--- src/rtl/dmem_ctrl.sv ---
`default_nettype none
// dmem_ctrl: load/store sequencer to word-wide data memory (RMW for SB/SH, load extension).
// Optional macro DMEM_MISALIGN_TRAP_EN: misaligned H/W returns an error instead of aligning down. Rev 1.0
module dmem_ctrl #(
  parameter int ADDR_WIDTH = 10
) (
  input  logic                  clk,
  input  logic                  rst_n,
  input  logic                  req_valid_i,
  output logic                  req_ready_o,
  input  logic                  req_store_i,
  input  logic [2:0]            req_funct3_i,
  input  logic [31:0]           req_addr_i,
  input  logic [31:0]           req_wdata_i,
  output logic                  rsp_valid_o,
  input  logic                  rsp_ready_i,
  output logic [31:0]           rsp_data_o,
  output logic                  rsp_err_o,
  output logic [ADDR_WIDTH-1:0] mem_addr_o,
  output logic                  mem_re_o,
  output logic                  mem_we_o,
  output logic [31:0]           mem_wdata_o,
  input  logic [31:0]           mem_rdata_i
);

  typedef enum logic [2:0] {
    IDLE = 3'd0,
    RD   = 3'd1,
    CAPT = 3'd2,
    WR   = 3'd3,
    RESP = 3'd4
  } state_t;

  state_t      state;
  logic        store_q;
  logic [2:0]  funct3_q;
  logic [1:0]  off_q;
  logic [15:0] wdata_q;

  logic        legal;
  logic        trap;
  logic [7:0]  byte_lane;
  logic [15:0] half_lane;
  logic [31:0] load_val;
  logic [31:0] merged;
  logic        unused_addr;

  assign unused_addr = ^req_addr_i[31:ADDR_WIDTH];

  assign legal = req_store_i ? (req_funct3_i[2] == 1'b0 && req_funct3_i[1:0] != 2'b11)
                             : (req_funct3_i[1:0] != 2'b11 && req_funct3_i[2:1] != 2'b11);

`ifdef DMEM_MISALIGN_TRAP_EN
  logic misaligned;
  assign misaligned = (req_funct3_i[1:0] == 2'b01 && req_addr_i[0]) ||
                      (req_funct3_i[1:0] == 2'b10 && req_addr_i[1:0] != 2'b00);
  assign trap = misaligned;
`else
  assign trap = 1'b0;
`endif

  // Lane selection uses the captured offset; H ignores off[0] so misaligned halves align down.
  always_comb begin
    case (off_q)
      2'd0:    byte_lane = mem_rdata_i[7:0];
      2'd1:    byte_lane = mem_rdata_i[15:8];
      2'd2:    byte_lane = mem_rdata_i[23:16];
      default: byte_lane = mem_rdata_i[31:24];
    endcase
    half_lane = off_q[1] ? mem_rdata_i[31:16] : mem_rdata_i[15:0];

    case (funct3_q)
      3'b000:  load_val = {{24{byte_lane[7]}}, byte_lane};
      3'b001:  load_val = {{16{half_lane[15]}}, half_lane};
      3'b100:  load_val = {24'b0, byte_lane};
      3'b101:  load_val = {16'b0, half_lane};
      default: load_val = mem_rdata_i;
    endcase

    merged = mem_rdata_i;
    if (funct3_q[0]) begin
      if (off_q[1]) merged[31:16] = wdata_q;
      else          merged[15:0]  = wdata_q;
    end else begin
      case (off_q)
        2'd0:    merged[7:0]   = wdata_q[7:0];
        2'd1:    merged[15:8]  = wdata_q[7:0];
        2'd2:    merged[23:16] = wdata_q[7:0];
        default: merged[31:24] = wdata_q[7:0];
      endcase
    end
  end

  always_ff @(posedge clk or negedge rst_n) begin
    if (!rst_n) begin
      state       <= IDLE;
      store_q     <= 1'b0;
      funct3_q    <= 3'b0;
      off_q       <= 2'b0;
      wdata_q     <= 16'b0;
      req_ready_o <= 1'b1;
      rsp_valid_o <= 1'b0;
      rsp_data_o  <= 32'b0;
      rsp_err_o   <= 1'b0;
      mem_addr_o  <= '0;
      mem_re_o    <= 1'b0;
      mem_we_o    <= 1'b0;
      mem_wdata_o <= 32'b0;
    end else begin
      case (state)
        IDLE: begin
          if (req_valid_i && req_ready_o) begin
            store_q     <= req_store_i;
            funct3_q    <= req_funct3_i;
            off_q       <= req_addr_i[1:0];
            wdata_q     <= req_wdata_i[15:0];
            mem_addr_o  <= {req_addr_i[ADDR_WIDTH-1:2], 2'b00};
            req_ready_o <= 1'b0;
            if (!legal || trap) begin
              state       <= RESP;
              rsp_valid_o <= 1'b1;
              rsp_err_o   <= 1'b1;
              rsp_data_o  <= 32'b0;
            end else if (req_store_i && req_funct3_i[1:0] == 2'b10) begin
              state       <= WR;
              mem_we_o    <= 1'b1;
              mem_wdata_o <= req_wdata_i;
            end else begin
              state    <= RD;
              mem_re_o <= 1'b1;
            end
          end
        end
        RD: begin
          mem_re_o <= 1'b0;
          state    <= CAPT;
        end
        CAPT: begin
          if (store_q) begin
            mem_wdata_o <= merged;
            mem_we_o    <= 1'b1;
            state       <= WR;
          end else begin
            rsp_data_o  <= load_val;
            rsp_err_o   <= 1'b0;
            rsp_valid_o <= 1'b1;
            state       <= RESP;
          end
        end
        WR: begin
          mem_we_o    <= 1'b0;
          rsp_data_o  <= 32'b0;
          rsp_err_o   <= 1'b0;
          rsp_valid_o <= 1'b1;
          state       <= RESP;
        end
        RESP: begin
          if (rsp_ready_i) begin
            rsp_valid_o <= 1'b0;
            rsp_data_o  <= 32'b0;
            rsp_err_o   <= 1'b0;
            req_ready_o <= 1'b1;
            state       <= IDLE;
          end
        end
        default: begin
          state       <= IDLE;
          req_ready_o <= 1'b1;
          rsp_valid_o <= 1'b0;
          mem_re_o    <= 1'b0;
          mem_we_o    <= 1'b0;
        end
      endcase
    end
  end

endmodule
`default_nettype wire

--- config.mk ---
export PLATFORM = sky130hd
export DESIGN_NAME = dmem_ctrl
export DESIGN_NICKNAME = d
export VERILOG_FILES = /design/src/rtl/dmem_ctrl.sv
export SDC_FILE = /design/constraint.sdc
export NUM_CORES = 1
export LEC_CHECK = 0
export ABC_AREA = 1
export BUFFER_PORTS_ARGS = -buffer_cell sky130_fd_sc_hd__buf_4
export CORE_MARGIN = 2
export CORE_UTILIZATION = 49
export CTS_BUF_LIST = sky130_fd_sc_hd__clkbuf_8
export CTS_CLUSTER_DIAMETER = 30
export DETAILED_ROUTE_END_ITERATION = 7
export PLACE_DENSITY_LB_ADDON = 0.12
export SYNTH_ARGS = -nofsm -noshare
export SYNTH_HDL_FRONTEND = slang
export SYNTH_SLANG_ARGS = --single-unit
--- constraint.sdc ---
create_clock -name clk -period 1.4 [get_ports clk]
set_input_delay 0.21 -clock clk [delete_from_list [all_inputs] [get_ports clk]]
set_output_delay 0.21 -clock clk [all_outputs]
set_load 0.05 [all_outputs]
**After elaboration in Yosys (flattened, before gate mapping)**

Index checks and enable logic that the tools add are counted.

- Register bits after elaboration: 102
- Input bits: 104

- Equality and inequality tests: 20
- Mux-type cells: 46
- Bitwise logic cells: 5
- Reduce and logical (&&, ||, !) cells: 21

Operators by type and width:

| operator | number |
|---|---|
| 32-bit two-way mux | 9 |
| 32-bit case mux with 4 select lines | 2 |
| 32-bit case mux with 2 select lines | 1 |
| 16-bit two-way mux | 3 |
| 8-bit two-way mux | 4 |
| 8-bit case mux with 3 select lines | 1 |
| 2-bit inequality test (second input constant) | 10 |
| 5-bit AND reduction | 4 |
| 1-bit two-way mux | 15 |
| 3-bit case mux with 5 select lines | 1 |
| 3-bit two-way mux | 4 |
| 3-bit == test (second input constant) | 3 |
| 3-bit OR reduction | 3 |
| 3-bit by 1-bit == test with 1-bit output (second input constant) | 2 |
| 3-bit by 2-bit == test with 1-bit output (second input constant) | 2 |
| 3-bit zero test | 2 |
| 1-bit case mux with 3 select lines | 2 |
| 1-bit inverter | 5 |
| 1-bit case mux with 5 select lines | 1 |
| 2-bit == test (second input constant) | 2 |
| 1-bit logical AND | 4 |
| 1-bit case mux with 4 select lines | 1 |
| 2-bit AND reduction | 2 |
| 4-bit AND reduction | 1 |
| other kinds (8) | 8 |

**Longest topological paths before layout**

Gate-level depths: netlist of run 1.

- Depth in word-level cells: 6
- Gate-level depth with buffers: 10

**Worst setup path before layout of run 1**

Ideal clock, no wire load.

- Path type: register -> register
- Start point: reg req_ready_o
- End point: reg mem_wdata_o[10]
- Library setup time: 118 ps
- Data arrival time: 1521 ps
- Data required time: 1282 ps
- Setup slack: -239 ps
- Cell stages (with the launch flop): 9
- Period minus slack after synthesis: 1639 ps
- Cells stage by stage: dfstp_2 nand2_1 nand3_2 nand2_1 inv_1 nand4_2 buf_2 nand2_1 nand2_1

- Longest elaborated chain between the ends: 3

Ends and longest elaborated chain:

| what | line | RTL |
|---|---|---|
| start: declaration | 10 | `output logic req_ready_o,` |
| start signal: assignment | 101 | `req_ready_o <= 1'b1;` |
| start signal: assignment | 118 | `req_ready_o <= 1'b0;` |
| start signal: assignment | 162 | `req_ready_o <= 1'b1;` |
| 1-bit logical AND | 112 | `if (req_valid_i && req_ready_o) begin` |
| 2-bit inequality test (no source line) | -- |  |
| 5-bit AND reduction (no source line) | -- |  |
| end signal: assignment | 127 | `mem_wdata_o <= req_wdata_i;` |
| end signal: assignment | 140 | `mem_wdata_o <= merged;` |
| end: declaration | 22 | `output logic [31:0] mem_wdata_o,` |

No other way between the ends.
A chain may end at the register's enable or synchronous reset.

**Worst setup path in the final report of run 1**

- Start point: reg req_ready_o
- End point: reg mem_wdata_o[3]

The elaborated chain is that of the path after synthesis.

==> run_results.csv, run 1 <==
group,metric,value,unit
synthesis,avgSynthCellArea,6.62,µm²
grt,overflow,0,
worst_setup_path,path_class,"flip-flop to flip-flop",
worst_setup_path,cp_cell_sequence,"nand2_4, nand3_4, nand2_8, buf_6, inv_4, nand4_4, clkbuf_16, nand2_1, nand2_1",
hold_path,hold_start,"req_addr_i[4]",
worst_setup_path,cp-startpoint,"req_ready_o",
routing,drt_pass1_iterations,5,
sta,skew,0.0143,ns
sta,fin_crit,1.64,ns
power,p_comb_share,69.1,%
routing,drtIter0Drc,693,
worst_setup_path,cpMaxStageDelayCell,"dfstp_2",
final_layout,fill_cells,1063,
synthesis,synth_area,6130,µm²
power,switching_power,12.1,mW
synthesis,async_flop_share,100,%
sta,fmax,0.610,GHz
clocking,clock_latency,0.39,ns
power,powerDensity,2680,nW/µm²
power,p_clk_share,8.2,%
sta,setup_viol,100,
clocking,path_clk_slew,0.10,ns
sta,whs,0.0115,ns
sta,rsz0062_at_grt,"true",
hold_path,hp-class,"input pin to flip-flop",
worst_setup_path,r2r-start,"req_ready_o",
grt,grt_pass1_vias,6233,
power,pwr-share-seq,22.7,%
worst_setup_path,start_kind,"flip-flop",
sta,fin_ws,-0.238,ns
routing,drc,0,
floorplanning,rows,40,
routing,num_vias,6851,
grt,grt_max_degree,47,
synthesis,synth_edf_count,0,
floorplanning,start_util,50.7,%
grt,antenna_found_initial,0,
routing,ant_nets,0,
synthesis,ys_ff_latch,102,
final_layout,nNetsFinal,1228,
final_layout,post-route-util,70.9,%
synthesis,synth_top_area_share,41.2,%
routing,detail_route.wirelength,20700,µm
run_status,violations,"setup timing",
synthesis,synth_area_leader_cell,"dfrtp_1",
grt,grt_pass1_wl,31300,µm
floorplanning,fp.dieH,116,µm
power,sw_frac_of_total,52.6,%
worst_setup_path,max_stage_delay,0.57,ns
floorplanning,core,12100,µm²
worst_setup_path,crit_top_cell,"nand2_1",
run_status,outcome,"finished with violations",
job,maxCapViolations,0,
worst_setup_path,cp_num_buf_inv,3,
placement,place_congestion,0.944,
synthesis,ys_dominant_reg_cell,"dfrtp_1",
power,p_leak,4.70,nW
clocking,clock_sinks,102,
synthesis,synthMostInstantiatedCell,"nand2_1",
sta,period_share,117,%
synthesis,synth_cell_type_count,25,
final_layout,diodes,0,
floorplanning,ios,183,
synthesis,ys_top_cells_by_count,"nand2_1, dfrtp_1, nand3_1, nor2_1, a21oi_1",
synthesis,ys.warnings.count,0,
worst_setup_path,crit_arrival,1.92,ns
synthesis,synth_area_leaders,"dfrtp_1, nand2_1, nand3_1",
worst_setup_path,critPathTopFamily,"flip-flops",
final_layout,final_cell_area,8590,µm²
synthesis,yosysSeqAreaShare,41.6,%
clocking,numCtsBuffers,9,
clocking,tritoncts,"built",
power,cellInternalPower,10.9,mW
clocking,cts_buffer_depth,2,
grt,grt.total_usage,30.2,%
sta,hold_violations,0,
floorplanning,fp.dieW,116,µm
final_layout,area_growth,40.0,%
sta,maxSlewViolCount,0,
placement,dp_hpwl,14400,µm
placement,place_area,7930,µm²
worst_setup_path,critPathMaxFanout,8,
routing,wl_per_cell,16.0,µm
placement,numPortBuffers,158,
worst_setup_path,cp-end-kind,"flip-flop",
power,irDropWorstVdd,0.00182,V
final_layout,layout-drive-gt1-share,27.7,%
floorplanning,die_area,13400,µm²
clocking,cts_root_buffer,"clkbuf_8",
routing,vias_per_cell,5.29,
clocking,cts_htree_levels,3,
synthesis,syn_inst,926,
worst_setup_path,critPathRequiredTime,1.68,ns
stage by stage:
stage | setup slack [ns] | cells | power, mW | setup TNS [ns]
3_5_place_dp | -0.379 | 1262 | 19.1 | -23.51
4_1_cts | -0.207 | 1288 | 22.0 | -13.18
3_3_place_gp | -0.286 | 1262 | 18.9 | -18.79
5_1_grt | -0.318 | 1296 | 24.5 | -24.13
6_report | -0.238 | 1296 | 23.0 | -15.75
2_1_floorplan | -0.132 | 927 | 14.6 | -7.95
repair_timing:
item,in CTS,in global routing
buffers inserted,8,5
pin swaps,6,13
hold buffers,1,0
gates cloned,2,4
hold endpoints to repair,23,0
endpoints found under the setup margin,100,103
resized for setup,24,40
power by group through the flow:
| stage | registers, mW | logic [mW] | clock network, mW |
|---|---|---|---|
| after floorplan | 7.91 | 6.67 | 0 |
| after global placement | 5.19 | 13.7 | 0 |
| after detailed placement | 5.18 | 14.0 | 0 |
| after CTS | 5.16 | 14.9 | 1.90 |
| after global routing | 5.34 | 17.1 | 2.01 |
| final | 5.21 | 15.9 | 1.90 |
worst min-delay path, delay by kind of cell:
family                 cells  cell delay, ns
buffers and inverters      1            0.08
AND/OR/NAND/NOR            2            0.09
flip-flops by register name, indices dropped and copies added (netlist names):
signal	flops
funct3_q	3
mem_addr_o	8
mem_re_o	1
mem_wdata_o	32
mem_we_o	1
off_q	2
req_ready_o	1
rsp_data_o	32
rsp_err_o	1
rsp_valid_o	1
state	3
store_q	1
wdata_q	16
final timing paths:
path,end,slack [ns],depth (start not counted)
setup reg to reg,mem_wdata_o[3],-0.24,9
max in group asynchronous,rsp_data_o[17],0.58,3
setup / recovery,mem_wdata_o[3],-0.24,9
min in group asynchronous,rsp_valid_o,0.27,2
hold / removal,mem_addr_o[4],0.01,3
hold reg to reg,rsp_data_o[25],0.48,2
cells by family after synthesis:
logic type	Yosys count	synth area share (%)
simple gates	618	41.3
compound gates	107	9.81
flops	102	41.6
buf+inv	98	7.24
other cells	1	0.0611
cells in the final DEF, fill, tap and decap left out, drive strengths merged:
master / n
a21oi: 46
a31oi: 1
buf: 235
bufinv: 1
clkbuf: 14
clkinvlp: 2
conb: 2
dfrtp: 101
dfstp: 1
dlygate4sd3: 1
inv: 45
nand2: 453
nand3: 102
nand3b: 2
nand4: 7
nor2: 55
o211ai: 26
o21ai: 34
layer usage:
layer | routed length (µm) | GRT usage (%)
met1 | 8720 | 40.9
met2 | 9810 | 49.3
met3 | 1730 | 5.54
met4 | 469 | 9.52
met5 | 0 | 0
area by class of cell:
cell class                      instances  area, µm²  share of cell area (%)
Clock buffer                           10        138                    1.60
Clock inverter                          5       52.6                   0.612
Multi-Input combinational cell        728       3310                    38.6
Inverter                               43        174                    2.03
Timing Repair Buffer                  240       2140                    25.0
Sequential cell                       102       2560                    29.8
Tap cell                              168        210                    2.45
(Power assumes the default switching activity.)
==> run 2: changes to the inputs <==
==> constraint.sdc (replaced) <==
create_clock -name clk -period 1.4 [get_ports clk]
set_input_delay 0.21 -clock clk [delete_from_list [all_inputs] [get_ports clk]]
set_output_delay 0.21 -clock clk [all_outputs]
set_load 0.005 [all_outputs]
==> run_results.csv, run 2 (synthesized netlist as in run 1, its figures left out) <==
group,metric,value,unit
sta,maxSlewViolCount,0,
clocking,clock_sinks,102,
run_status,violations,"setup timing",
final_layout,area_growth,42.5,%
clocking,cts_htree_levels,3,
routing,num_vias,7079,
sta,hold_violations,0,
floorplanning,fp.dieW,116,µm
placement,numPortBuffers,158,
sta,setup_viol,99,
power,p_leak,4.79,nW
grt,grt_pass1_vias,6289,
routing,vias_per_cell,5.44,
sta,whs,0.0239,ns
sta,skew,0.0132,ns
routing,drc,0,
final_layout,final_cell_area,8740,µm²
worst_setup_path,cpMaxStageDelayCell,"dfrtp_1",
placement,dp_hpwl,14300,µm
floorplanning,core,12100,µm²
hold_path,hp-class,"input pin to flip-flop",
floorplanning,rows,40,
placement,dpl_worst_slack,-0.300,ns
power,cellInternalPower,11.1,mW
clocking,clock_latency,0.38,ns
routing,wl_per_cell,16.8,µm
routing,drtIter0Drc,736,
worst_setup_path,cp_cell_sequence,"nor2_4, buf_12, nand2_4, inv_4, nand2_4, buf_6, nand4_4, clkbuf_16, nand2_1, nand2_1",
floorplanning,ios,183,
floorplanning,fp.dieH,116,µm
grt,grt.total_usage,30.5,%
grt,grt_pass1_wl,31700,µm
power,sw_frac_of_total,46.4,%
clocking,cts_root_buffer,"clkbuf_8",
worst_setup_path,cp-end-kind,"flip-flop",
final_layout,final_cell_mix,"nand2_1, buf_4, nand3_1, dfrtp_1, nor2_1",
power,switching_power,9.59,mW
final_layout,nNetsFinal,1233,
grt,antenna_found_initial,1,
routing,drt_pass1_iterations,5,
floorplanning,die_area,13400,µm²
clocking,cts_buffer_depth,2,
worst_setup_path,start_kind,"flip-flop",
power,powerDensity,2360,nW/µm²
clocking,numCtsBuffers,9,
clocking,tritoncts,"built",
sta,rsz0062_at_grt,"true",
routing,ant_nets,0,
job,maxCapViolations,0,
worst_setup_path,critPathRequiredTime,1.69,ns
final_layout,largestRegisters,"mem_wdata_o (32), rsp_data_o (32), wdata_q (16)",
grt,overflow,0,
final_layout,layout-drive-gt1-share,28.5,%
worst_setup_path,path_class,"flip-flop to flip-flop",
routing,detail_route.wirelength,21800,µm
sta,period_share,117,%
sta,fmax,0.609,GHz
run_status,outcome,"finished with violations",
sta,fin_crit,1.64,ns
grt,grt_max_degree,52,
worst_setup_path,max_stage_delay,0.44,ns
worst_setup_path,crit_arrival,1.93,ns
placement,place_congestion,0.921,
worst_setup_path,critPathMaxFanout,8,
power,irDropWorstVdd,0.00146,V
floorplanning,start_util,50.7,%
power,p_clk_share,9.2,%
sta,fin_ws,-0.241,ns
placement,place_area,7890,µm²
clocking,path_clk_slew,0.10,ns
final_layout,final_common_cell,"nand2_1",
power,p_comb_share,65.7,%
final_layout,diodes,0,
power,pwr-share-seq,25.1,%
-- run 2: critical path, delay by kind of cell, from the launching register on --
family	cells	cell delay (ns)
buffers and inverters	4	0.55
and+or+nand+nor	6	0.53
DFF	1	0.44
-- run 2: layout make-up --
class                           count  area [µm²]
Tap cell                          168         210
Sequential cell                   102        2560
Timing Repair Buffer              245        2240
Fill cell                        1015        3370
Multi-Input combinational cell    728        3370
Clock buffer                       10         138
Clock inverter                      5        52.6
Inverter                           43         171
-- run 2: repair_timing --
action / CTS / global route
hold buffers: 1 / 0
cloned: 1 / 10
setup endpoints to repair: 89 / 100
setup buffers: 2 / 11
pin swaps: 5 / 16
resized for setup: 13 / 65
endpoints found under the hold margin: 101 / 0
-- run 2: through the flow --
stage	util (%)	instances	power [mW]	TNS (ns)
floorplan	-	927	11.4	-0.211
global placement	65.1	1261	15.7	-10.85
detailed placement	65.1	1261	15.9	-13.32
CTS	67.5	1280	18.2	-8.65
global route	72.2	1301	22.1	-20.36
finish	72.2	1301	20.7	-14.69
-- run 2: path summary, 6_finish.rpt --
kind	from	to	slack [ns]	cells past startpoint
max reg2reg	state[2]	mem_wdata_o[21]	-0.24	10
min reg2reg	rsp_valid_o	rsp_valid_o	0.49	2
max in group asynchronous	rst_n	req_ready_o	0.61	3
min	req_addr_i[3]	mem_addr_o[3]	0.02	3
min in group asynchronous	rst_n	rsp_data_o[29]	0.21	2
max	state[2]	mem_wdata_o[21]	-0.24	10
-- run 2: power groups by stage --
stage	clock, mW	sequential [mW]	combinational (mW)
detailed placement	0	5.12	10.8
global route	2.04	5.30	14.8
global placement	0	5.13	10.6
floorplan	0	5.00	6.42
CTS	1.92	5.10	11.2
finish	1.91	5.19	13.6
-- run 2: per-layer routing --
layer  part of all wire (%)  up-vias  wire length [µm]  GRT usage, %
met5                  0.060        -                13             0
met4                    3.5        2               771          13.0
met3                     10       63              2180          4.45
met2                     45      378              9900          46.3
met1                     41     3275              8960          43.8
li1                       -     3361                 -             -
==> run 3: changes to the inputs <==
- ABC_AREA: 1 -> not set
- CORE_UTILIZATION: 49 -> 48
- PLACE_DENSITY: not set -> 0.87
- PLACE_DENSITY_LB_ADDON: 0.12 -> not set
==> run_results.csv, run 3 <==
group,metric,value,unit
final_layout,fill_cells,677,
synthesis,synth_xor_area_share,0,%
worst_setup_path,cp-end-kind,"flip-flop",
power,powerDensity,2280,nW/µm²
placement,dp_hpwl,13000,µm
grt,grt_pass1_wl,32200,µm
sta,worstMarginPinSlew,0.559,ns
worst_setup_path,crit_path_end,"mem_wdata_o[22]",
sta,skew,0.0164,ns
power,power,19.8,mW
worst_setup_path,r2r_cells,5,
synthesis,yosys.area_share.simple,7.62,%
worst_setup_path,cpMaxStageDelayCell,"dfrtp_1",
power,p_leak,3.99,nW
floorplanning,core,11400,µm²
routing,num_vias,6209,
worst_setup_path,max_stage_delay,0.49,ns
routing,detail_route.wirelength,23000,µm
clocking,clock_latency,0.39,ns
clocking,numCtsBuffers,9,
synthesis,synthAdderAreaFrac,0,%
synthesis,yosysSeqAreaShare,45.4,%
worst_setup_path,crit_arrival,2.19,ns
floorplanning,fp.dieH,112,µm
final_layout,final_cell_area,8680,µm²
synthesis,synth_cell_type_count,59,
synthesis,syn_inst,533,
power,irDropWorstVdd,0.00151,V
clocking,clock_sinks,102,
worst_setup_path,reg2reg_to,"mem_wdata_o[22]",
synthesis,ys.warnings.count,0,
synthesis,synth_area_leader_cell,"dfrtp_1",
sta,period_share,137,%
synthesis,ys_dominant_reg_cell,"dfrtp_1",
worst_setup_path,path_class,"flip-flop to flip-flop",
placement,dpl_worst_slack,-0.347,ns
clocking,cts_buffer_depth,2,
floorplanning,rows,39,
sta,setup_viol,101,
run_status,outcome,"finished with violations",
placement,place_congestion,0.949,
sta,fmax,0.521,GHz
synthesis,synth_top_area_share,44.9,%
synthesis,synth_top_family_by_area,"compound AO/OA/AOI/OAI gates",
grt,overflow,0,
worst_setup_path,cp-startpoint,"state[2]",
grt,grt.total_usage,32.5,%
synthesis,synth_area,5630,µm²
worst_setup_path,critPathRequiredTime,1.67,ns
final_layout,nNetsFinal,863,
clocking,cts_htree_levels,3,
worst_setup_path,r2r-start,"state[2]",
synthesis,synth_edf_count,0,
sta,hold_violations,0,
final_layout,final_cell_mix,"buf_4, dfrtp_1, mux2_4, o22ai_1, o21ai_0",
synthesis,avgSynthCellArea,10.6,µm²
routing,drc,0,
sta,maxSlewHeadroom,62.7,%
run_status,violations,"setup timing",
floorplanning,start_util,49.3,%
floorplanning,ios,183,
final_layout,largestRegisters,"mem_wdata_o (32), rsp_data_o (32), wdata_q (16)",
routing,vias_per_cell,6.85,
synthesis,synth_area_leaders,"dfrtp_1, mux2_2, a21oi_1",
routing,drtIter0Drc,966,
synthesis,synth-compound-area-share,29.6,%
clocking,tritoncts,"built",
final_layout,post-route-util,76.1,%
synthesis,ys_top_cells_by_count,"dfrtp_1, a21oi_1, o21ai_0, mux2_2, o22ai_1",
worst_setup_path,critPathMaxFanout,18,
grt,grt_pass1_vias,5902,
job,maxCapViolations,0,
sta,timing.setup.tns,-36.40,ns
routing,wl_per_cell,25.3,µm
hold_path,hp-class,"input pin to flip-flop",
synthesis,async_flop_share,100,%
final_layout,layout-drive-gt1-share,56.2,%
final_layout,area_growth,54.2,%
grt,grt_max_degree,103,
sta,fin_ws,-0.518,ns
final_layout,diodes,0,
sta,fin_crit,1.92,ns
placement,place_area,7470,µm²
clocking,cts_root_buffer,"clkbuf_8",
worst_setup_path,start_kind,"flip-flop",
synthesis,ys_ff_latch,102,
final_layout,final_common_cell,"buf_4",
sta,rsz0062_at_grt,"true",
synthesis,synth.mux.area_fraction,10.9,%
routing,drt_pass1_iterations,7,
synthesis,synthMostInstantiatedCell,"dfrtp_1",
sta,maxSlewViolCount,0,
floorplanning,fp.dieW,112,µm
floorplanning,die_area,12600,µm²
worst_setup_path,reg2reg_slack,-0.52,ns
placement,numPortBuffers,158,
routing,ant_nets,0,
clocking,path_clk_slew,0.11,ns
grt,antenna_found_initial,0,
worst_setup_path,cp_cell_sequence,"or3b_1, buf_6, a31oi_1, a21oi_2, mux2_4",
==> run 3: changes by cell type after synthesis, moves of 25 or more <==
cell / before / now
mux2_2: 0 / 27
nand2_1: 451 / 23
nand3_1: 100 / 0
nor2_1: 49 / 24
o211ai_1: 26 / 0
o22ai_1: 0 / 26
==> run 3: cell type report <==
class                           count  area [µm²]  share of cell area, %
Clock buffer                        9         124                   1.43
Clock inverter                      7         120                   1.38
Inverter                           22        83.8                  0.965
Multi-Input combinational cell    359        3270                   37.6
Sequential cell                   102        2560                   29.5
Tap cell                          143         179                   2.06
Timing Repair Buffer              265        2350                   27.1
==> run 3: report_power, final <==
group	switching (mW)	internal (mW)
logic	5.63	6.28
clock network	1.10	1.19
registers	1.35	4.28
total	8.08	11.8
==> run 3: metal layers <==
metal  global-route usage (%)  wire [µm]
met4                     14.9       1450
met1                     41.1       8520
met2                     51.7      10500
met5                        0          0
met3                     9.72       2520
==> run 3: kinds of logic after synthesis <==
| family | after synthesis |
|---|---|
| AND/OR/NAND/NOR | 80 |
| buffers and inverters | 76 |
| AO/OA/AOI/OAI | 224 |
| multiplexers | 50 |
| flip-flops | 102 |
| other | 1 |
==> run 3: how the worst min path moves through the flow <==
stage                        from       endpoint  cells after the start
finish              req_addr_i[9]  mem_addr_o[9]                      2
global route        req_addr_i[1]       off_q[1]                      3
CTS                 req_addr_i[9]  mem_addr_o[9]                      2
detailed placement          rst_n    rsp_valid_o                      2
global placement            rst_n    rsp_valid_o                      2
floorplan                   rst_n    funct3_q[0]                      0
==> run 3: per-stage QoR <==
stage / std cells / hold WS, ns
finish: 907 / 0.0451
global route: 907 / 0.0450
detailed placement: 855 / 0.316
global placement: 855 / 0.304
CTS: 903 / 0.0512
floorplan: 534 / -0.0856
==> run 3: repair_timing <==
action                                 CTS  global route
buffers inserted                        25             5
setup endpoints to repair              100           103
endpoints found under the hold margin  101             0
hold buffers                             1             0
gates resized for setup                 63            78
pin swaps                                7            16
gates cloned                             8             2
==> run 3: critical path: cells and delay by family (launching register included) <==
family                 cells  cell delay, ns
and+or+nand+nor            1            0.44
AOI/OAI and AO/OA          2            0.38
DFF                        1            0.49
muxes                      1            0.29
buffers and inverters      1            0.19
